==> src/rtl/alu_pkg.sv <==
// Shared definitions for the ALU command pipeline: opcodes, command layout
// and the fixed divide-by-zero result.
package alu_pkg;

    localparam logic [2:0] OP_ADD = 3'd0;
    localparam logic [2:0] OP_SUB = 3'd1;
    localparam logic [2:0] OP_MUL = 3'd2;
    localparam logic [2:0] OP_DIV = 3'd3;
    localparam logic [2:0] OP_AND = 3'd4;
    localparam logic [2:0] OP_OR  = 3'd5;
    localparam logic [2:0] OP_XOR = 3'd6;
    localparam logic [2:0] OP_NOT = 3'd7;

    // Command word as stored in the FIFO: {op, x, y}, 11 bits.
    typedef struct packed {
        logic [2:0] op;
        logic [3:0] x;
        logic [3:0] y;
    } alu_cmd_t;

    localparam int CMD_W = $bits(alu_cmd_t);

    // Result driven for a divide by zero; a defined value, never X.
    localparam logic [7:0] DIV0_RESULT = 8'h0F;

endpackage

==> src/rtl/alu_cmd_fifo.sv <==
// Synchronous command FIFO with combinational head read, so the head entry
// can be evaluated and captured downstream on the same edge it is popped.
module alu_cmd_fifo #(
    parameter int DEPTH = 4,
    parameter int W     = 11,
    parameter int LVL_W = $clog2(DEPTH) + 1
) (
    input  logic             clk,
    input  logic             rst,
    input  logic             push,
    input  logic             pop,
    input  logic [W-1:0]     wdata,
    output logic [W-1:0]     rdata,
    output logic [LVL_W-1:0] level,
    output logic             full,
    output logic             empty
);

    localparam int AW = $clog2(DEPTH);

    logic [W-1:0]     mem_q [DEPTH];
    logic [AW-1:0]    wr_ptr_q, rd_ptr_q;
    logic [LVL_W-1:0] level_q;
    logic             do_push, do_pop;

    // Full is checked before any pop, so a full FIFO never accepts a push.
    assign full    = (level_q == LVL_W'(DEPTH));
    assign empty   = (level_q == '0);
    assign do_push = push && !full;
    assign do_pop  = pop && !empty;
    assign rdata   = mem_q[rd_ptr_q];
    assign level   = level_q;

    // Storage write; contents need no reset because level gates every read.
    always_ff @(posedge clk) begin
        if (do_push) begin
            mem_q[wr_ptr_q] <= wdata;
        end
    end

    // Pointers wrap naturally (power-of-two depth); level tracks occupancy.
    always_ff @(posedge clk) begin
        if (rst) begin
            wr_ptr_q <= '0;
            rd_ptr_q <= '0;
            level_q  <= '0;
        end else begin
            if (do_push) wr_ptr_q <= wr_ptr_q + AW'(1);
            if (do_pop)  rd_ptr_q <= rd_ptr_q + AW'(1);
            case ({do_push, do_pop})
                2'b10:   level_q <= level_q + LVL_W'(1);
                2'b01:   level_q <= level_q - LVL_W'(1);
                default: level_q <= level_q;
            endcase
        end
    end

endmodule

==> src/rtl/arithmetic_unit.sv <==
// Combinational 4-bit arithmetic unit with divide-by-zero detection.
module arithmetic_unit
    import alu_pkg::*;
(
    input  logic [2:0] op,
    input  logic [3:0] x,
    input  logic [3:0] y,
    output logic [7:0] result,
    output logic       overflow,
    output logic       div0
);

    logic [4:0] wide;

    // Evaluate one command; overflow only for add/sub, div0 only for div.
    always_comb begin
        result   = 8'h00;
        overflow = 1'b0;
        div0     = 1'b0;
        wide     = 5'd0;
        case (op)
            OP_ADD: begin
                wide     = 5'(x) + 5'(y);
                result   = {3'b000, wide};
                overflow = wide[4] ^ wide[3];
            end
            OP_SUB: begin
                wide     = 5'(x) - 5'(y);
                result   = {3'b000, wide};
                overflow = wide[4] ^ wide[3];
            end
            OP_MUL: result = 8'(x) * 8'(y);
            OP_DIV: begin
                if (y == 4'd0) begin
                    result = DIV0_RESULT;
                    div0   = 1'b1;
                end else begin
                    result = {4'b0000, x / y};
                end
            end
            OP_AND: result = {4'b0000, x & y};
            OP_OR:  result = {4'b0000, x | y};
            OP_XOR: result = {4'b0000, x ^ y};
            default: result = {4'b0000, ~x};
        endcase
    end

endmodule

==> src/rtl/alu_cmd_pipeline.sv <==
// Handshaked ALU front end: command FIFO, head evaluation, registered
// result stage with valid/ready and a completed-operation counter.
module alu_cmd_pipeline
    import alu_pkg::*;
#(
    parameter int FIFO_DEPTH = 4,
    parameter int CNT_W      = 8
) (
    input  logic                         clk,
    input  logic                         rst,
    input  logic                         in_valid,
    output logic                         in_ready,
    input  logic [2:0]                   in_op,
    input  logic [3:0]                   in_x,
    input  logic [3:0]                   in_y,
    output logic                         out_valid,
    input  logic                         out_ready,
    output logic [7:0]                   out_result,
    output logic                         out_overflow,
    output logic                         out_zero,
    output logic                         out_div0,
    output logic [CNT_W-1:0]             op_count,
    output logic [$clog2(FIFO_DEPTH):0]  fifo_level
);

    localparam int LVL_W = $clog2(FIFO_DEPTH) + 1;

    alu_cmd_t   push_cmd, head_cmd;
    logic       fifo_full, fifo_empty, push, pop;
    logic [7:0] au_result;
    logic       au_overflow, au_div0;

    logic       valid_q, valid_d;
    logic [7:0] result_q, result_d;
    logic       ovf_q, ovf_d, zero_q, zero_d, div0_q, div0_d;
    logic [CNT_W-1:0] count_q, count_d;

    assign push_cmd = '{op: in_op, x: in_x, y: in_y};
    assign in_ready = !fifo_full;
    assign push     = in_valid && in_ready;
    assign pop      = !fifo_empty && (!valid_q || out_ready);

    alu_cmd_fifo #(
        .DEPTH (FIFO_DEPTH),
        .W     (CMD_W),
        .LVL_W (LVL_W)
    ) u_fifo (
        .clk   (clk),
        .rst   (rst),
        .push  (push),
        .pop   (pop),
        .wdata (push_cmd),
        .rdata (head_cmd),
        .level (fifo_level),
        .full  (fifo_full),
        .empty (fifo_empty)
    );

    arithmetic_unit u_au (
        .op       (head_cmd.op),
        .x        (head_cmd.x),
        .y        (head_cmd.y),
        .result   (au_result),
        .overflow (au_overflow),
        .div0     (au_div0)
    );

    // Output stage next state: load on pop, clear valid after a drained handshake.
    always_comb begin
        valid_d  = valid_q;
        result_d = result_q;
        ovf_d    = ovf_q;
        zero_d   = zero_q;
        div0_d   = div0_q;
        count_d  = count_q;
        if (valid_q && out_ready) begin
            count_d = count_q + CNT_W'(1);
            valid_d = 1'b0;
        end
        if (pop) begin
            valid_d  = 1'b1;
            result_d = au_result;
            ovf_d    = au_overflow;
            zero_d   = (au_result == 8'h00);
            div0_d   = au_div0;
        end
    end

    // Output stage registers; reset drops any held result.
    always_ff @(posedge clk) begin
        if (rst) begin
            valid_q  <= 1'b0;
            result_q <= 8'h00;
            ovf_q    <= 1'b0;
            zero_q   <= 1'b0;
            div0_q   <= 1'b0;
            count_q  <= '0;
        end else begin
            valid_q  <= valid_d;
            result_q <= result_d;
            ovf_q    <= ovf_d;
            zero_q   <= zero_d;
            div0_q   <= div0_d;
            count_q  <= count_d;
        end
    end

    assign out_valid    = valid_q;
    assign out_result   = result_q;
    assign out_overflow = ovf_q;
    assign out_zero     = zero_q;
    assign out_div0     = div0_q;
    assign op_count     = count_q;

endmodule

==> config.mk <==
export PLATFORM = sky130hd
export DESIGN_NAME = alu_cmd_pipeline
export DESIGN_NICKNAME = d
export VERILOG_FILES = /design/src/rtl/alu_pkg.sv /design/src/rtl/alu_cmd_fifo.sv /design/src/rtl/arithmetic_unit.sv /design/src/rtl/alu_cmd_pipeline.sv
export SDC_FILE = /design/constraint.sdc
export NUM_CORES = 1
export LEC_CHECK = 0
export ABC_AREA = 1
export CAP_MARGIN = 30
export CELL_PAD_IN_SITES_DETAIL_PLACEMENT = 0
export CELL_PAD_IN_SITES_GLOBAL_PLACEMENT = 2
export CORE_ASPECT_RATIO = 1.2
export CORE_MARGIN = 10
export CORE_UTILIZATION = 35
export CTS_CLUSTER_SIZE = 14
export DETAILED_ROUTE_END_ITERATION = 12
export GPL_TIMING_DRIVEN = 0
export PLACE_DENSITY_LB_ADDON = 0.25
export SYNTH_ARGS = -nofsm -noshare
export SYNTH_HDL_FRONTEND = slang
export SYNTH_HIERARCHICAL = 1
export SYNTH_SLANG_ARGS = --single-unit
==> constraint.sdc <==
create_clock -name clk -period 5.1 [get_ports clk]
set_clock_uncertainty 0.2 [all_clocks]
set_input_delay 1.275 -clock clk [delete_from_list [all_inputs] [get_ports clk]]
set_output_delay 1.275 -clock clk [all_outputs]
set_load 0.02 [all_outputs]
Word level (Yosys, flattened, before mapping) --
Memory sizes are Yosys's and may differ from the RTL's. A register that Yosys moved wholly into a read port is not among the register bits. Index checks and enable logic that the tools add are counted.
Storage, ports and cells: flip-flop bits (word level) 27, RAM bits 44, input bits 15, output and inout port bits 24, logic and storage cells 61, memories kept 1
Memory list:
- u_fifo.mem_q | depth 4, bits a word 11, read ports 1, clocked after memory_dff 1, wr ports 1, RTL line alu_cmd_fifo.sv:21 | logic [W-1:0] mem_q [DEPTH];
Cells by class: add/subtract/negate cells 7, $mul 1, div/mod/pow operators 1, equality and inequality tests 9, muxes and demuxes 12, bitwise operators 6, reductions and logical operators 15
Operators by type and width (count):
- $pmux W8 S7 | 1
- $eq A3 B3 Y1 const B | 4
- $add A8 B1 Y8 const B | 1
- $logic_not A8 Y1 | 1
- $mul A4 B4 Y8 | 1
- $eq A3 B2 Y1 const B | 2
- $logic_not A3 Y1 | 2
- $mux W1 | 6
- $pmux W3 S2 | 1
- $add A4 B4 Y5 | 1
- $logic_and A1 B1 Y1 | 5
- $sub A4 B4 Y5 | 1
- $add A2 B1 Y2 const B | 2
- $and A4 B4 Y4 | 1
- $div A4 B4 Y4 | 1
- $logic_not A4 Y1 | 1
- $mux W2 | 2
- $mux W4 | 1
- $not A4 Y4 | 1
- $or A4 B4 Y4 | 1
- $reduce_bool A2 Y1 | 2
- $xor A4 B4 Y4 | 1
- $add A3 B1 Y3 const B | 1
- $eq A3 B1 Y1 const B | 1
- 7 further kinds | 10

Logic depth before layout (Yosys ltp) --
Gate-level depths: netlist of run 1.
word-level depth 6, depth in mapped cells 37, mapped depth without buffers 36

Cells and area by module --
Netlist of run 1, hierarchy kept.
Modules (own cells, without submodules):
- alu_cmd_fifo | instances 1, cells each 177, area each 2139.6 um^2, seq. area each 1501.4 um^2
- arithmetic_unit | instances 1, cells each 247, area each 1492.7 um^2, seq. area each 0.0 um^2
- alu_cmd_pipeline | instances 1, cells each 122, area each 844.6 um^2, seq. area each 400.4 um^2

Worst setup path after synthesis of run 1 --
No wires, ideal clock.
path type register -> register, start register (tool-made name), end register zero_q (netlist: out_zero), setup time 70 ps, arrival 4174 ps, required time 4830 ps, path slack 656 ps, cell stages (with the launch flop) 36, buffers on the path 1, clock period less this slack 4444 ps, path through dfxtp_1 > inv_2 > buf_4 > nor2_1 > o22ai_1 > inv_1 > ha_1 > nand2_1 > nand2_1 > inv_1 > ha_1 > o21ai_0 > nand2_1 > nand2_1 > nand2_1 > o21ai_1 > ha_1 > a21oi_1 > nand2_1 > nand2_1 > nand2_1 > inv_1 > nand2_1 > o21ai_0 > ha_1 > nand2_1 > nand2_1 > nand3_1 > nand4_1 > nand2_1 > a21oi_1 > nor2_1 > nand2_1 > nor2_1 > nand2_1 > a21oi_1
RTL lines:
- end signal, assigned | RTL line alu_cmd_pipeline.sv:102 | zero_q <= zero_d;
- end, declared | RTL line alu_cmd_pipeline.sv:35 | logic ovf_q, ovf_d, zero_q, zero_d, div0_q, div0_d;

==> results.py, run 1 <==
metrics = {
    "sta": {
        "maxSlewViolCount": 0,
        "setup_violations": 0,
        "post-route-period-util": 0.9080,
        "max_slew_margin": 0.5847,
        "fin_crit_ps": 4631,
        "max_freq_mhz": 215.9,
        "tightest_slew_ps": 623.0,
        "setup_ws_ps": 469.1,
        "hold_ws_ps": 265.6,
        "timing_hold_violations_final": 0,
    },
    "synth": {
        "ys_seq_elements": 73,
        "synth_area_leaders": "edfxtp_1 30%, dfxtp_1 13%, ha_1 12%",
        "ys_seq_area_frac": 0.4248,
        "async_flop_share": 0,
        "synth_largest_area_cell": "edfxtp_1",
        "synth_top_area_frac": 0.2951,
        "yosys-top-cells-count": "98 x nand2_1, 92 x nor2_1, 78 x inv_1",
        "synth_cell_type_count": 34,
        "avgSynthCellArea_um2": 8.199,
        "synth-edff-count": 44,
        "synth.net_count": 611,
        "synthFlopType": "edfxtp_1",
        "yosys_warnings": 6,
        "synth_area_um2": 4477,
        "yosysMostFrequentCell": "nand2_1",
        "syn_inst": 546,
    },
    "drt": {
        "drc": 0,
        "routedWlPerCell_um": 13.76,
        "firstDrtPassIters": 4,
        "drt-initial-drc-count": 165,
        "drt_wl_total_um": 10720,
        "dr_total_vias": 3687,
        "final_antenna_net_count": 0,
        "viasPerCell": 4.733,
    },
    "die": {
        "rows": 45,
        "initial_core_util": 0.3550,
        "io_pins": 39,
        "design.die.area_um2": 17730,
        "dieWidth_um": 123.2,
        "die_y_um": 143.9,
        "coreArea_um2": 12610,
    },
    "global_route": {
        "grt_use_total": 0.1287,
        "grt_max_degree": 15,
        "grt_pass1_wl_um": 17730,
        "grt_overflow": 0,
        "antenna_found_initial": 0,
        "grt_pass1_vias": 3625,
    },
    "placed_design": {
        "dp.cells": 753,
        "routabilityCongestion": 0.8358,
        "place_ws_ps": -481.6,
        "hpwl_um": 8158,
        "port_buffers": 38,
    },
    "job": {
        "drv_cap": 0,
    },
    "cts": {
        "clkTransAtPathRegs_ps": 60,
        "cts_root_buf": "clkbuf_16",
        "cts_sinks": 73,
        "postCtsHoldBufs": 0,
        "clkLatencyLatePin_ps": 330,
        "tritoncts": "built",
        "cts_made_buffers": 9,
        "htreeDepth": 3,
        "clock_path_buffers": 2,
    },
    "critical_path": {
        "cpMostUsedCell": "nand2_1",
        "crit_path_start_kind": "flop",
        "crit_path_end_kind": "flop",
        "worst_path_max_delay_cell": "dfxtp_2",
        "cp_slowest_stage_delay_ps": 340,
        "cp.arrival_ps": 4640,
        "cp_data_required_time_ps": 5110,
        "critPathKind": "reg -> reg",
        "cp_max_fo": 10,
    },
    "finish": {
        "final_cells": 779,
        "drive_gt1_frac": 0.1268,
        "nNetsFinal": 675,
        "antenna_cells": 0,
        "area_delta_synth_final_pct": 26.58,
    },
    "outcome": {
        "status": "finished, final reports clean",
    },
    "hold_path": {
        "hold_path_class": "reg -> reg",
    },
}
metal layers:
| metal | up-vias | part of all wire | track usage |
|---|---|---|---|
| met4 | 0 | 0.020 | 0.04972 |
| met2 | 50 | 0.50 | 0.2212 |
| met1 | 1708 | 0.44 | 0.1490 |
| li1 | 1914 | - | - |
| met3 | 15 | 0.034 | 0.03257 |
| met5 | - | 0 | 0 |
per-stage QoR:
step,utilization,setup TNS [ps],instance area [µm²]
after CTS,0.4365,0,5505
final,0.4493,0,5667
after global routing,0.4493,-10.38,5667
after detailed placement,0.4056,-782.6,5115
after floorplan,-,0,4477
after global placement,0.4014,-842.3,5062
registers in the layout (all words and copies together), names as in the netlist, named ones only:
signal	count
u_fifo/level	3
out_overflow	1
u_fifo/wr_ptr_q	2
out_div0	1
op_count	8
u_fifo/rd_ptr_q	2
out_result	8
out_zero	1
u_fifo/mem_q	44
out_valid	1
critical path, delay by kind of cell (launching register included):
kind / cells / cell delay [ps]
AND/OR/NAND/NOR: 19 / 1380
adder cells (fa/ha/maj): 4 / 1200
AO/OA/AOI/OAI: 6 / 880
buffers and inverters: 6 / 480
flip-flops: 1 / 340
path summary, 6_finish.rpt:
path | startpoint | end | depth (start not counted) | slack [ps]
worst max-delay path | flop | out_zero | 35 | 470
worst min-delay path | out_zero | out_zero | 2 | 270
worst max register to register | flop | out_zero | 35 | 470
worst min register to register | out_zero | out_zero | 2 | 270
cell usage in the layout, fill, tap and decap left out, types with 6 or more instances in the layout:
cell and n:
inv_2 6, dfxtp_1 28, o21ai_1 14, clkdlybuf4s50_1 38, o22ai_1 6, buf_6 7, nor2_1 87, o21ai_0 27
nand4_1 6, fa_1 7, buf_4 11, ha_1 41, inv_1 75, edfxtp_1 44, a21oi_1 26, nor2_2 6
nand2_1 96, clkbuf_16 9, nand3_1 26
timing repair:
item	4_1_cts	5_1_grt
endpoints found under the setup margin	2	2
endpoints found under the hold margin	0	0
resized for setup	12	23
setup buffers	0	10
pin swaps	0	8
final cells by class:
| type | instances | area (µm²) |
|---|---|---|
| clock inverter | 7 | 101.3 |
| sequential | 73 | 1903 |
| buffer | 10 | 83.83 |
| timing repair buffer | 53 | 508.0 |
| clock buffer | 9 | 225.2 |
| tap | 164 | 205.2 |
| inverter | 82 | 310.3 |
| fill | 1265 | 6945 |
| multi-input combinational | 381 | 2330 |
cell families (layout without fill, tap and decap cells):
family / after synthesis / after routing / synth area share
compound gates: 87 / 87 / 0.1045
xor+xnor: 3 / 3 / 0.005870
fa+ha+maj: 50 / 50 / 0.1515
buf+inv: 92 / 161 / 0.08384
flops: 73 / 73 / 0.4248
simple gates: 241 / 241 / 0.2295
Power of run 1 is left out: the tool's default activity adds up to more than one toggle a clock period on the data nets, which glitch-free logic cannot reach.
==> run 2, diff against run 1 <==
--- a/config.mk
+++ b/config.mk
@@ -15,7 +15,7 @@
 export CTS_CLUSTER_SIZE = 14
 export DETAILED_ROUTE_END_ITERATION = 12
 export GPL_TIMING_DRIVEN = 0
-export PLACE_DENSITY_LB_ADDON = 0.25
+export PLACE_DENSITY = 0.88
 export SYNTH_ARGS = -nofsm -noshare
 export SYNTH_HDL_FRONTEND = slang
 export SYNTH_HIERARCHICAL = 1
==> results.py, run 2 (same netlist as run 1, synthesis figures left out) <==
metrics = {
    "cts": {
        "cts_made_buffers": 9,
        "cts_root_buf": "clkbuf_16",
        "clkLatencyLatePin_ps": 330,
        "tritoncts": "built",
        "clkTransAtPathRegs_ps": 60,
        "cts_sinks": 73,
        "postCtsHoldBufs": 0,
        "clock_path_buffers": 2,
        "htreeDepth": 3,
    },
    "finish": {
        "multi_input_area_um2": 2300,
        "nNetsFinal": 675,
        "final_cell_mix": "97 x nand2_1, 90 x nor2_1, 76 x inv_1, 44 x edfxtp_1, 42 x ha_1",
        "area_delta_synth_final_pct": 25.10,
        "drive_gt1_frac": 0.1171,
        "layout_commonest_cell": "nand2_1",
        "final_area_um2": 5600,
        "antenna_cells": 0,
        "top_register": "u_fifo/mem_q",
        "regArea_um2": 1903,
        "largest_reg_flops": 44,
        "fillers": 1270,
    },
    "sta": {
        "tightest_slew_ps": 676.1,
        "post-route-period-util": 0.9125,
        "max_freq_mhz": 214.9,
        "maxSlewViolCount": 0,
        "timing_hold_violations_final": 0,
        "rsz0062_at_grt": "no",
        "max_slew_margin": 0.5493,
        "fin_crit_ps": 4653,
        "setup_violations": 0,
    },
    "drt": {
        "final_antenna_net_count": 0,
        "drt_wl_total_um": 10800,
        "met2WireLength_um": 5657,
        "drt-initial-drc-count": 144,
        "viasPerCell": 4.787,
        "wl_met3_um": 282,
        "top_layer_used": "met4",
        "firstDrtPassIters": 4,
        "drc": 0,
        "dr_total_vias": 3729,
        "wl_met1_um": 4689,
        "routedWlPerCell_um": 13.86,
    },
    "die": {
        "dieWidth_um": 123.2,
        "initial_core_util": 0.3550,
        "die_y_um": 143.9,
        "rows": 45,
        "coreArea_um2": 12610,
        "io_pins": 39,
        "design.die.area_um2": 17730,
    },
    "critical_path": {
        "cp_slowest_stage_delay_ps": 370,
        "cp_max_fo": 10,
        "cp.arrival_ps": 4710,
        "cpMostUsedCell": "nand2_1",
        "critPathKind": "reg -> reg",
        "crit_path_end_kind": "flop",
        "worst_path_max_delay_cell": "dfxtp_2",
        "cp_data_required_time_ps": 5160,
        "crit_path_start_kind": "flop",
    },
    "hold_path": {
        "hold_path_class": "reg -> reg",
    },
    "outcome": {
        "status": "finished, final reports clean",
    },
    "placed_design": {
        "port_buffers": 38,
        "hpwl_um": 8270,
        "routabilityCongestion": 0.8630,
        "dpl-instance-area_um2": 5104,
    },
    "job": {
        "drv_cap": 0,
    },
    "global_route": {
        "grt_pass1_wl_um": 17900,
        "antenna_found_initial": 0,
        "grt_overflow": 0,
        "grt_pass1_vias": 3706,
        "grt_max_degree": 14,
        "grt_use_total": 0.1272,
    },
}
==> run 2: cell count changes in the layout (fill, tap and decap cells not counted), moves of 3 or more <==
| cell | change |
|---|---|
| buf_4 | +4 |
| buf_6 | -3 |
| nor2_1 | +3 |
| nor2_2 | -3 |
==> run 2: critical path, delay by kind of cell (launching register included) <==
family / cells / cell delay [ps]
adder cells (fa/ha/maj): 4 / 1190
AO/OA/AOI/OAI: 7 / 960
AND/OR/NAND/NOR: 16 / 1390
flip-flops: 1 / 370
buffers and inverters: 5 / 480
==> run 2: repair_timing <==
| action | CTS | global route |
|---|---|---|
| pin swaps | 1 | 5 |
| setup buffers | 1 | 9 |
| gates resized for setup | 8 | 18 |
| endpoints found under the setup margin | 2 | 2 |
==> run 2: stage by stage <==
step / cells / setup WS (ps) / TNS (ps) / hold WS (ps) / util
2_1_floorplan: 546 / 656.4 / 0 / 258.7 / -
3_3_place_gp: 748 / -396.3 / -648.7 / 265.8 / 0.4014
3_5_place_dp: 753 / -500.5 / -868.6 / 265.7 / 0.4047
4_1_cts: 770 / 18.31 / 0 / 276.2 / 0.4332
5_1_grt: 779 / 1.925 / 0 / 295.0 / 0.4440
6_report: 779 / 446.5 / 0 / 276.1 / 0.4440
==> run 2: routing by layer <==
metal | vias up | global-route usage
met2 | 38 | 0.2263
li1 | 1919 | -
met3 | 11 | 0.02551
met4 | 0 | 0.04911
met5 | - | 0
met1 | 1761 | 0.1449
==> run 2: final timing paths <==
path,cells past startpoint,end,start,slack (ps)
min reg2reg,2,out_zero,out_zero,280
max,32,out_zero,flop,450
min,2,out_zero,out_zero,280
max reg2reg,32,out_zero,flop,450
==> run 2: cell type report <==
class	count	share of cell area
Multi-Input combinational cell	381	0.4106
Sequential cell	73	0.3398
Timing Repair Buffer	53	0.08870
Inverter	82	0.05541
Clock buffer	11	0.04334
Tap cell	164	0.03664
Buffer	10	0.01408
Clock inverter	5	0.01139
Power of run 2 is left out for the same reason.
